==> src/rtl/start_stop_sequencer.sv <==
// Start/stop sequencer: issues one start strobe per attempt, checks fast (a) or slow (b..stop) completion,
// retries failed attempts when SEQ_RETRY_EN is defined, and keeps saturating pass/fail counters.
module start_stop_sequencer #(
    parameter int CNT_W     = 8,
    parameter int MAX_RETRY = 2
) (
    input  logic             clk,
    input  logic             rst_n,
    input  logic             req_valid,
    output logic             req_ready,
    output logic             start,
    input  logic             a,
    input  logic             b,
    input  logic             stop,
    output logic             done,
    output logic             err,
    output logic             busy,
    output logic [CNT_W-1:0] pass_cnt,
    output logic [CNT_W-1:0] fail_cnt
);

    typedef enum logic [2:0] {
        IDLE, START, CHK, SLOW1, SLOW2, GAP, RESP
    } state_t;

`ifdef SEQ_RETRY_EN
    localparam logic [2:0] RETRY_LIM = 3'(MAX_RETRY);
`else
    // Retries disabled: a zero limit sends the first failed attempt straight to RESP.
    localparam logic [2:0] RETRY_LIM = 3'(MAX_RETRY) & 3'd0;
`endif

    state_t           state_q, state_d;
    logic [2:0]       retry_q, retry_d;
    logic             start_q, done_q, err_q, busy_q, ready_q;
    logic [CNT_W-1:0] pass_cnt_q, fail_cnt_q;
    logic             fin_pass, fin_fail, att_fail;

    always_comb begin
        state_d  = state_q;
        retry_d  = retry_q;
        fin_pass = 1'b0;
        fin_fail = 1'b0;
        att_fail = 1'b0;
        case (state_q)
            IDLE: begin
                if (req_valid && ready_q) begin
                    state_d = START;
                    retry_d = 3'd0;
                end
            end
            START: state_d = CHK;
            CHK: begin
                if (a) begin
                    state_d  = RESP;
                    fin_pass = 1'b1;
                end else if (b) begin
                    state_d = SLOW1;
                end else begin
                    att_fail = 1'b1;
                end
            end
            SLOW1: state_d = SLOW2;
            SLOW2: begin
                if (stop) begin
                    state_d  = RESP;
                    fin_pass = 1'b1;
                end else begin
                    att_fail = 1'b1;
                end
            end
            GAP:     state_d = START;
            RESP:    state_d = IDLE;
            default: state_d = IDLE;
        endcase

        if (att_fail) begin
            if (retry_q < RETRY_LIM) begin
                retry_d = retry_q + 3'd1;
                state_d = GAP;
            end else begin
                state_d  = RESP;
                fin_fail = 1'b1;
            end
        end
    end

    // Outputs are decoded from the next state so every output leaves a flop.
    always_ff @(posedge clk or negedge rst_n) begin
        if (!rst_n) begin
            state_q    <= IDLE;
            retry_q    <= 3'd0;
            start_q    <= 1'b0;
            done_q     <= 1'b0;
            err_q      <= 1'b0;
            busy_q     <= 1'b0;
            ready_q    <= 1'b1;
            pass_cnt_q <= '0;
            fail_cnt_q <= '0;
        end else begin
            state_q <= state_d;
            retry_q <= retry_d;
            start_q <= (state_d == START);
            done_q  <= fin_pass;
            err_q   <= fin_fail;
            busy_q  <= (state_d != IDLE);
            ready_q <= (state_d == IDLE);
            if (fin_pass && (pass_cnt_q != '1)) pass_cnt_q <= pass_cnt_q + 1'b1;
            if (fin_fail && (fail_cnt_q != '1)) fail_cnt_q <= fail_cnt_q + 1'b1;
        end
    end

    assign req_ready = ready_q;
    assign start     = start_q;
    assign done      = done_q;
    assign err       = err_q;
    assign busy      = busy_q;
    assign pass_cnt  = pass_cnt_q;
    assign fail_cnt  = fail_cnt_q;

endmodule

==> config.mk <==
export PLATFORM = sky130hd
export DESIGN_NAME = start_stop_sequencer
export DESIGN_NICKNAME = d
export VERILOG_FILES = /design/src/rtl/start_stop_sequencer.sv
export SDC_FILE = /design/constraint.sdc
export NUM_CORES = 1
export LEC_CHECK = 0
export ABC_CLOCK_PERIOD_IN_PS = 2500
export BUFFER_PORTS_ARGS = -buffer_cell sky130_fd_sc_hd__buf_4
export CAP_MARGIN = 20
export CORE_MARGIN = 1.5
export CORE_UTILIZATION = 55
export CTS_BUF_LIST = sky130_fd_sc_hd__clkbuf_8
export DETAILED_ROUTE_END_ITERATION = 8
export PLACE_DENSITY = 0.81
export SYNTH_ARGS = -nofsm -noshare
export SYNTH_HDL_FRONTEND = slang
export SYNTH_SLANG_ARGS = --single-unit
==> constraint.sdc <==
create_clock -name clk -period 2.5 [get_ports clk]
set_input_delay 0.25 -clock clk [delete_from_list [all_inputs] [get_ports clk]]
set_output_delay 0.25 -clock clk [all_outputs]
set_load 0.01 [all_outputs]
==> results of run 1 <==
cells in the final DEF, fill, tap and decap left out, drive strengths merged, types with 3 or more instances in the layout:
master	n
buf	26
dfrtp	23
nand2	10
nand3	7
a21oi	7
nor2	7
xor2	5
nand3b	4
o21ai	4
inv	4
a2111oi	4
mux2	4
nor2b	3
clkbuf	3
a21o	3
cell type report:
class / instances / area share, %
Timing Repair Buffer: 27 / 13.9
Multi-Input combinational cell: 81 / 39.4
Sequential cell: 24 / 40.6
Clock inverter: 1 / 0.253
Tap cell: 27 / 2.28
Inverter: 3 / 0.760
Clock buffer: 3 / 2.79
power groups by stage:
stage          sequential [mW]  combinational [mW]  clock [mW]
2_1_floorplan            0.710               0.414           0
3_3_place_gp             0.723               0.634           0
3_5_place_dp             0.742               0.652           0
4_1_cts                  0.734               0.658       0.236
5_1_grt                  0.759               0.716       0.246
6_report                 0.737               0.648       0.227
per-stage QoR:
stage               hold slack [ns]  cell area, um2  setup slack, ns  total power, mW  cells
floorplan                   -0.0456            1220            0.776             1.12    111
global placement              0.162            1430            0.645             1.36    161
detailed placement            0.162            1430            0.570             1.39    161
CTS                           0.267            1480            0.570             1.63    166
global route                  0.282            1480            0.484             1.72    166
finish                        0.273            1480            0.573             1.61    166
kinds of logic after synthesis:
family,share of synthesized area [%]
DFF,49.4
AOI/OAI and AO/OA,15.1
and+or+nand+nor,22.1
buffers and inverters,2.57
muxes,3.70
xor gates and xnor gates,5.04
adders and majority gates,2.06
state kept, by name, summed over array words and instances (netlist names):
| signal | flops |
|---|---|
| start | 1 |
| state_q | 3 |
| pass_cnt | 8 |
| done | 1 |
| busy | 1 |
| req_ready | 1 |
| fail_cnt | 8 |
| err | 1 |
routing by layer:
layer / track usage, % / vias to the layer above / part of all wire (%)
li1: - / 463 / -
met1: 25.9 / 474 / 45
met2: 34.4 / 19 / 51
met3: 3.94 / 0 / 3.8
met4: 5.09 / 0 / 0
met5: 0 / - / 0
worst max-delay path, stage by stage (launching register included):
cell     delay [ns]
dfrtp_1        0.56
or4b_4         0.55
a21o_4         0.25
nor2_4         0.12
mux2_1         0.33
Yosys cell counts, drive strengths merged (2+ instances only):
| library cell | instances |
|---|---|
| a2111oi | 4 |
| a21o | 3 |
| a21oi | 7 |
| a31oi | 2 |
| a41oi | 2 |
| buf | 2 |
| dfrtp | 23 |
| ha | 2 |
| inv | 3 |
| mux2 | 4 |
| nand2 | 10 |
| nand2b | 2 |
| nand3 | 7 |
| nand3b | 4 |
| nand4 | 2 |
| nor2 | 7 |
| nor2b | 3 |
| nor4b | 2 |
| o21ai | 4 |
| xnor2 | 2 |
| xor2 | 5 |
final timing paths:
| path | slack, ns | endpoint |
|---|---|---|
| max in group asynchronous | 1.80 | req_ready$_DFF_PN1_ |
| setup / recovery | 0.57 | fail_cnt[1]$_DFFE_PN0P_ |
| hold / removal | 0.27 | start$_DFF_PN0_ |
| setup reg to reg | 0.57 | fail_cnt[1]$_DFFE_PN0P_ |
| min in group asynchronous | 0.42 | fail_cnt[5]$_DFFE_PN0P_ |
| hold reg to reg | 0.52 | pass_cnt[5]$_DFFE_PN0P_ |
==> results.py, run 1 <==
metrics = {
    "logic_synthesis": {
        "synth_area_mm2": 0.00122,
        "netlist.area_leader.share_pct": 47.3,
        "synth-edff-count": 0,
        "syn_avg_cell_area_um2": 11.0,
        "yosys_register_bits": 24,
        "synth_seq_area_share_pct": 49.4,
        "yosys-top-cells-area": "dfrtp_1, a2111oi_2, xor2_1",
        "synth.largest_area_cell": "dfrtp_1",
        "synth_warnings": 0,
        "async_flop_share_pct": 100,
        "synth_cells": 111,
        "synth_flop_cell": "dfrtp_1",
        "syn-num-nets": 119,
        "synthDistinctLibCells": 38,
    },
    "sta": {
        "fmax_mhz": 519,
        "rsz0062_at_grt": "no",
        "tns_ns": 0,
        "fin_crit_ns": 1.93,
        "setup_viol": 0,
        "slew_violations": 0,
        "slew-limit-headroom_pct": 70.5,
        "hold_viol_final": 0,
        "tightestPinTransition_ns": 0.431,
        "min_period_over_period_pct": 77.1,
        "skew_ns": 0.00608,
    },
    "hold_path": {
        "hold-path-cell-count": 3,
        "min-delay-start": "req_valid",
        "min_path_type": "input pin to flip-flop",
    },
    "routing": {
        "ant_nets": 0,
        "routedWlPerCell_um": 14.4,
        "routed_via_density": 5.76,
        "dr.pass1.iters": 4,
        "drt-initial-drc-count": 8,
        "drcViolationCount": 0,
        "drt_wl_total_um": 2390,
        "vias": 956,
    },
    "final_layout": {
        "antenna_cells": 0,
        "syn_to_final_growth_pct": 21.7,
        "fill_cells": 145,
        "final_util_pct": 73.3,
        "multi_input_area_um2": 584,
        "drive_above_1_share_pct": 29.5,
        "nets": 148,
        "regArea_um2": 602,
    },
    "setup_path": {
        "reg2reg_depth": 4,
        "crit_type": "flip-flop to flip-flop",
        "path_max_fanout": 13,
        "worstPathArrival_ns": 2.08,
        "cp.required_ns": 2.65,
        "end_kind": "flip-flop",
        "startpoint_type": "flip-flop",
        "cp-startpoint": "state_q[1]$_DFF_PN0_",
        "reg2reg_from": "state_q[1]$_DFF_PN0_",
    },
    "die": {
        "fp.dieW_um": 50.0,
        "core_area_mm2": 0.00202,
        "rows": 16,
        "die-area_mm2": 0.00250,
        "start_util_pct": 60.2,
        "die_h_um": 50.0,
        "io_pins": 27,
    },
    "power": {
        "pwr-share-seq_pct": 45.7,
        "ir_drop_uv": 682,
        "clkPwrFrac_pct": 14.1,
        "combPwrFrac_pct": 40.2,
        "internal-power_mw": 0.972,
        "p_leak_nw": 0.671,
        "swShare_pct": 39.7,
        "p_switching_mw": 0.639,
        "power_density_mw_per_mm2": 1090,
    },
    "clock_tree": {
        "htree_levels": 1,
        "cts_root_buf": "clkbuf_8",
        "cts_tree": "yes",
        "insertion_delay_ns": 0.26,
        "post_cts_buffers": 0,
        "clk_pin_slew_ns": 0.08,
        "cts_made_buffers": 3,
        "clock_path_buffers": 2,
        "cts-resized-gates": 0,
        "cts_hold_buf": 1,
        "cts.sink_count": 24,
    },
    "global_route": {
        "grt_use_total_pct": 20.1,
        "grt_max_degree": 25,
        "antenna_found_initial": 0,
        "overflow": 0,
        "grt_pass1_wl_um": 3850,
        "first_global_vias": 880,
    },
    "place": {
        "place.detailed.hpwl_um": 1770,
        "routabilityCongestion": 0.854,
        "io_buffer_count": 26,
    },
    "status": {
        "status": "complete, no violations",
    },
    "job": {
        "cap_violations": 0,
    },
}
No activity file was read; power rests on OpenSTA's default activity.
==> inputs of run 2 (changes only) <==
- ABC_AREA: unset -> 1
- ABC_CLOCK_PERIOD_IN_PS: 2500 -> 1970
- CORE_UTILIZATION: 55 -> 56
- PLACE_DENSITY: 0.81 -> 0.82
- clock period: 2.5 -> 1.97 ns (I/O delays scaled with it)
==> results.py, run 2 <==
metrics = {
    "logic_synthesis": {
        "synth_flop_cell": "dfrtp_1",
        "synth_area_mm2": 0.00126,
        "synth_cells": 167,
        "synthTopCellsByCount": "nand2_1, dfrtp_1, inv_1, nand3_1, nor2_1",
        "synth.largest_area_cell": "dfrtp_1",
        "async_flop_share_pct": 100,
        "synth-edff-count": 0,
        "netlist.area_leader.share_pct": 45.5,
        "synth_warnings": 0,
        "syn-num-nets": 175,
        "yosys-top-cells-area": "dfrtp_1, nand2_1, nand3_1",
        "yosys.cell_count.top_type": "nand2_1",
        "synth_seq_area_share_pct": 47.6,
        "yosys_register_bits": 24,
        "syn_avg_cell_area_um2": 7.57,
        "synthDistinctLibCells": 18,
    },
    "sta": {
        "slew_violations": 0,
        "slew-limit-headroom_pct": 80.3,
        "tightestPinTransition_ns": 0.296,
        "fmax_mhz": 701,
        "tns_ns": 0,
        "setup_viol": 0,
        "skew_ns": 0.00437,
        "min_period_over_period_pct": 72.4,
        "hold_viol_final": 0,
        "rsz0062_at_grt": "no",
        "fin_crit_ns": 1.43,
    },
    "final_layout": {
        "syn_to_final_growth_pct": 22.6,
        "most-common-layout-cells": "nand2_1, buf_4, dfrtp_1, inv_1, nand3_1",
        "layout_commonest_cell": "nand2_1",
        "antenna_cells": 0,
        "nets": 207,
        "fill_cells": 186,
        "drive_above_1_share_pct": 19.7,
        "finalInstanceArea_mm2": 0.00155,
    },
    "setup_path": {
        "path_max_fanout": 10,
        "reg2reg_depth": 8,
        "cp.required_ns": 2.13,
        "crit_type": "flip-flop to flip-flop",
        "startpoint_type": "flip-flop",
        "worstPathArrival_ns": 1.58,
        "r2r_end": "pass_cnt[5]$_DFFE_PN0P_",
        "reg2reg_slack_ns": 0.54,
        "reg2reg_from": "pass_cnt[0]$_DFFE_PN0P_",
        "end_kind": "flip-flop",
    },
    "global_route": {
        "first_global_vias": 1031,
        "antenna_found_initial": 0,
        "overflow": 0,
        "grt_use_total_pct": 22.5,
        "grt_max_degree": 25,
        "grt_pass1_wl_um": 4300,
    },
    "job": {
        "cap_violations": 0,
    },
    "hold_path": {
        "min_path_type": "input pin to flip-flop",
        "min-delay-start": "req_valid",
        "hold-path-cell-count": 3,
        "worstHoldEndpoint": "start$_DFF_PN0_",
    },
    "clock_tree": {
        "htree_levels": 1,
        "cts.sink_count": 24,
        "cts_root_buf": "clkbuf_8",
        "cts_made_buffers": 3,
        "cts_tree": "yes",
        "clock_path_buffers": 2,
        "post_cts_buffers": 0,
        "insertion_delay_ns": 0.26,
        "clk_pin_slew_ns": 0.08,
    },
    "routing": {
        "ant_nets": 0,
        "drt-initial-drc-count": 34,
        "vias": 1124,
        "routedWlPerCell_um": 10.9,
        "dr.pass1.iters": 4,
        "drt_wl_total_um": 2470,
        "routed_via_density": 4.97,
        "drcViolationCount": 0,
    },
    "power": {
        "ir_drop_uv": 1140,
        "power_density_mw_per_mm2": 1260,
        "p_leak_nw": 0.856,
        "power_mw": 1.96,
    },
    "place": {
        "io_buffer_count": 26,
        "place_area_mm2": 0.00150,
        "routabilityCongestion": 0.771,
        "place.detailed.hpwl_um": 1850,
    },
    "die": {
        "core_area_mm2": 0.00217,
        "rows": 17,
        "io_pins": 27,
        "start_util_pct": 58.3,
        "die_h_um": 50.5,
        "fp.dieW_um": 50.5,
        "die-area_mm2": 0.00255,
    },
    "status": {
        "status": "complete, no violations",
    },
}
run 2: changes by cell type after synthesis, sizes merged, moves of 3 or more:
cell     previous run  this run
nand2              10        77
nor2b               3         0
inv                 3        20
nand3               7        14
xor2                5         1
nor2                7        13
a21o                3         0
mux2                4         0
a21oi               7         0
a2111oi             4         0
xnor2               2         5
run 2: cell families after synthesis:
group	share of synthesized area, %
flops	47.6
fa+ha+maj	1.98
compound gates	2.37
buf+inv	6.33
simple gates	37.6
xor+xnor	4.15
run 2: layout make-up:
cell class / instances / area (um2) / area share [%]
Sequential cell: 24 / 602 / 38.8
Multi-Input combinational cell: 123 / 583 / 37.6
Timing Repair Buffer: 27 / 205 / 13.2
Inverter: 20 / 80.1 / 5.17
Clock buffer: 3 / 41.3 / 2.66
Tap cell: 28 / 35.0 / 2.26
Clock inverter: 1 / 3.75 / 0.242
run 2: routing by layer:
layer  vias to the layer above  track usage, %  wire length [um]
met4                         0            9.46                44
met5                         -               0                 0
li1                        574               -                 -
met1                       514            29.0              1110
met3                         5            2.68               101
met2                        31            38.2              1210
run 2: worst max path at each step:
stage / start / to / slack (ns) / cells past startpoint
2_1_floorplan: pass_cnt[0]$_DFFE_PN0P_ / pass_cnt[3]$_DFFE_PN0P_ / 0.67 / 8
3_3_place_gp: pass_cnt[0]$_DFFE_PN0P_ / pass_cnt[7]$_DFFE_PN0P_ / 0.61 / 8
3_5_place_dp: pass_cnt[0]$_DFFE_PN0P_ / pass_cnt[5]$_DFFE_PN0P_ / 0.54 / 8
4_1_cts: pass_cnt[0]$_DFFE_PN0P_ / pass_cnt[5]$_DFFE_PN0P_ / 0.53 / 8
5_1_grt: pass_cnt[0]$_DFFE_PN0P_ / pass_cnt[3]$_DFFE_PN0P_ / 0.40 / 8
6_report: pass_cnt[0]$_DFFE_PN0P_ / pass_cnt[5]$_DFFE_PN0P_ / 0.54 / 8
run 2: critical path, cell delays in order, from the launching register on:
cell and delay [ns]:
dfrtp_1 0.42, ha_1 0.24, nand2_1 0.10, nor2_2 0.13
nand2_1 0.10, nand2_4 0.15, inv_4 0.07, nand2_1 0.06
nand2_1 0.05
run 2: metrics by stage:
step	setup WS [ns]	util [%]	hold WS (ns)	std cells
floorplan	0.668	-	-0.0986	167
global placement	0.607	68.9	0.107	221
detailed placement	0.539	68.9	0.113	221
CTS	0.530	71.5	0.239	226
global route	0.398	71.5	0.252	226
finish	0.544	71.5	0.244	226
run 2: power by group:
group / switching [mW] / internal (mW) / leakage [nW]
Combinational: 0.459 / 0.369 / 0.515
Clock: 0.144 / 0.139 / 0.0269
Sequential: 0.187 / 0.661 / 0.314
Total: 0.790 / 1.17 / 0.856
run 2: what timing repair did:
item | in CTS | in global routing
endpoints found under the setup margin | 0 | 0
resized for setup | 0 | 0
endpoints found under the hold margin | 23 | 0
hold buffers | 1 | 0
==> inputs of run 3 (changes only) <==
- ABC_CLOCK_PERIOD_IN_PS: 1970 -> 1480
- clock period: 1.97 -> 1.48 ns (I/O delays scaled with it)
==> results.py, run 3 (synthesized netlist as in run 2, its figures left out) <==
metrics = {
    "global_route": {
        "first_global_vias": 1037,
        "grt_use_total_pct": 21.8,
        "overflow": 0,
        "antenna_found_initial": 0,
        "grt_max_degree": 25,
        "grt_pass1_wl_um": 4200,
    },
    "sta": {
        "hold_viol_final": 0,
        "skew_ns": 0.00281,
        "slew-limit-headroom_pct": 79.8,
        "slew_violations": 0,
        "tightestPinTransition_ns": 0.303,
        "min_period_over_period_pct": 91.6,
        "whs_ns": 0.176,
        "setup_viol": 0,
        "fmax_mhz": 738,
        "fin_crit_ns": 1.36,
        "tns_ns": 0,
    },
    "routing": {
        "vias": 1148,
        "ant_nets": 0,
        "drt_wl_total_um": 2510,
        "drcViolationCount": 0,
        "routedWlPerCell_um": 10.9,
        "routed_via_density": 4.97,
        "drt-initial-drc-count": 20,
        "dr.pass1.iters": 4,
    },
    "hold_path": {
        "min-delay-start": "req_valid",
        "worstHoldEndpoint": "start$_DFF_PN0_",
        "min_path_type": "input pin to flip-flop",
        "hold-path-cell-count": 3,
    },
    "setup_path": {
        "r2r_end": "pass_cnt[5]$_DFFE_PN0P_",
        "reg2reg_depth": 8,
        "worstPathArrival_ns": 1.52,
        "reg2reg_from": "pass_cnt[0]$_DFFE_PN0P_",
        "startpoint_type": "flip-flop",
        "cp.required_ns": 1.64,
        "end_kind": "flip-flop",
        "crit_type": "flip-flop to flip-flop",
        "cp-startpoint": "pass_cnt[0]$_DFFE_PN0P_",
        "reg2reg_slack_ns": 0.12,
        "path_max_fanout": 10,
    },
    "clock_tree": {
        "cts_made_buffers": 3,
        "htree_levels": 1,
        "cts.sink_count": 24,
        "clock_path_buffers": 2,
        "cts_tree": "yes",
        "cts_root_buf": "clkbuf_8",
        "insertion_delay_ns": 0.26,
        "clk_pin_slew_ns": 0.08,
    },
    "final_layout": {
        "most-common-layout-cells": "nand2_1, buf_4, dfrtp_1, inv_1, nand3_1",
        "final_util_pct": 74.1,
        "nets": 212,
        "drive_above_1_share_pct": 23.6,
        "finalInstanceArea_mm2": 0.00161,
        "layout_commonest_cell": "nand2_1",
        "syn_to_final_growth_pct": 27.1,
        "fill_cells": 173,
        "antenna_cells": 0,
    },
    "die": {
        "start_util_pct": 58.3,
        "fp.dieW_um": 50.5,
        "core_area_mm2": 0.00217,
        "rows": 17,
        "die_h_um": 50.5,
        "io_pins": 27,
        "die-area_mm2": 0.00255,
    },
    "power": {
        "p_leak_nw": 0.879,
        "ir_drop_uv": 1320,
        "power_density_mw_per_mm2": 1720,
        "power_mw": 2.77,
    },
    "status": {
        "status": "complete, no violations",
    },
    "place": {
        "place_area_mm2": 0.00151,
        "io_buffer_count": 26,
        "routabilityCongestion": 0.766,
        "place.detailed.hpwl_um": 1830,
    },
    "job": {
        "cap_violations": 0,
    },
}
-- run 3: changes by cell type in the layout (fill, tap and decap cells not counted), sizes merged --
cell and change:
buf +5, clkbuf +1, inv -1
-- run 3: per-stage QoR --
step	setup slack, ns	std cells
after floorplan	0.178	167
after CTS	0.0521	228
final	0.124	231
after global routing	-0.00302	231
after detailed placement	0.0642	223
after global placement	0.119	223
-- run 3: worst max path at each step --
| stage | cells past startpoint | to | slack [ns] |
|---|---|---|---|
| final | 8 | pass_cnt[5]$_DFFE_PN0P_ | 0.12 |
| after detailed placement | 8 | pass_cnt[5]$_DFFE_PN0P_ | 0.06 |
| after global routing | 8 | pass_cnt[5]$_DFFE_PN0P_ | -0.003 |
| after global placement | 8 | pass_cnt[7]$_DFFE_PN0P_ | 0.12 |
| after CTS | 8 | pass_cnt[3]$_DFFE_PN0P_ | 0.05 |
| after floorplan | 8 | pass_cnt[3]$_DFFE_PN0P_ | 0.18 |
-- run 3: report_power, final --
| group | leakage [nW] | total [mW] | internal (mW) | switching, mW |
|---|---|---|---|---|
| Combinational | 0.536 | 1.22 | 0.575 | 0.650 |
| Clock | 0.0288 | 0.437 | 0.237 | 0.200 |
| Sequential | 0.314 | 1.10 | 0.880 | 0.224 |
-- run 3: per-layer routing --
metal / track usage [%] / up-vias / wire (um)
met1: 26.9 / 527 / 1120
met5: 0 / - / 0
met2: 37.9 / 29 / 1250
met3: 2.68 / 4 / 109
met4: 9.91 / 0 / 31
li1: - / 588 / -
-- run 3: final cells by class --
type	instances	area (um2)	area share, %
well taps	28	35.0	2.18
clock buffers	4	55.1	3.42
flip-flops and latches	24	602	37.4
multi-input cells	123	593	36.9
inverters	20	80.1	4.98
repair buffers	32	243	15.1
-- run 3: worst max-delay path, stage by stage, from the launching register on --
cell and delay, ns:
dfrtp_1 0.40, ha_2 0.23, nand2_1 0.08, nor2_2 0.13, nand2_1 0.10, nand2_4 0.14, inv_4 0.07, nand2_1 0.06
nand2_1 0.05
-- run 3: timing repair --
item / CTS / global route
hold buffers: 1 / 0
endpoints found under the setup margin: 0 / 14
resized for setup: 0 / 3
hold endpoints to repair: 23 / 0
setup buffers: 0 / 3
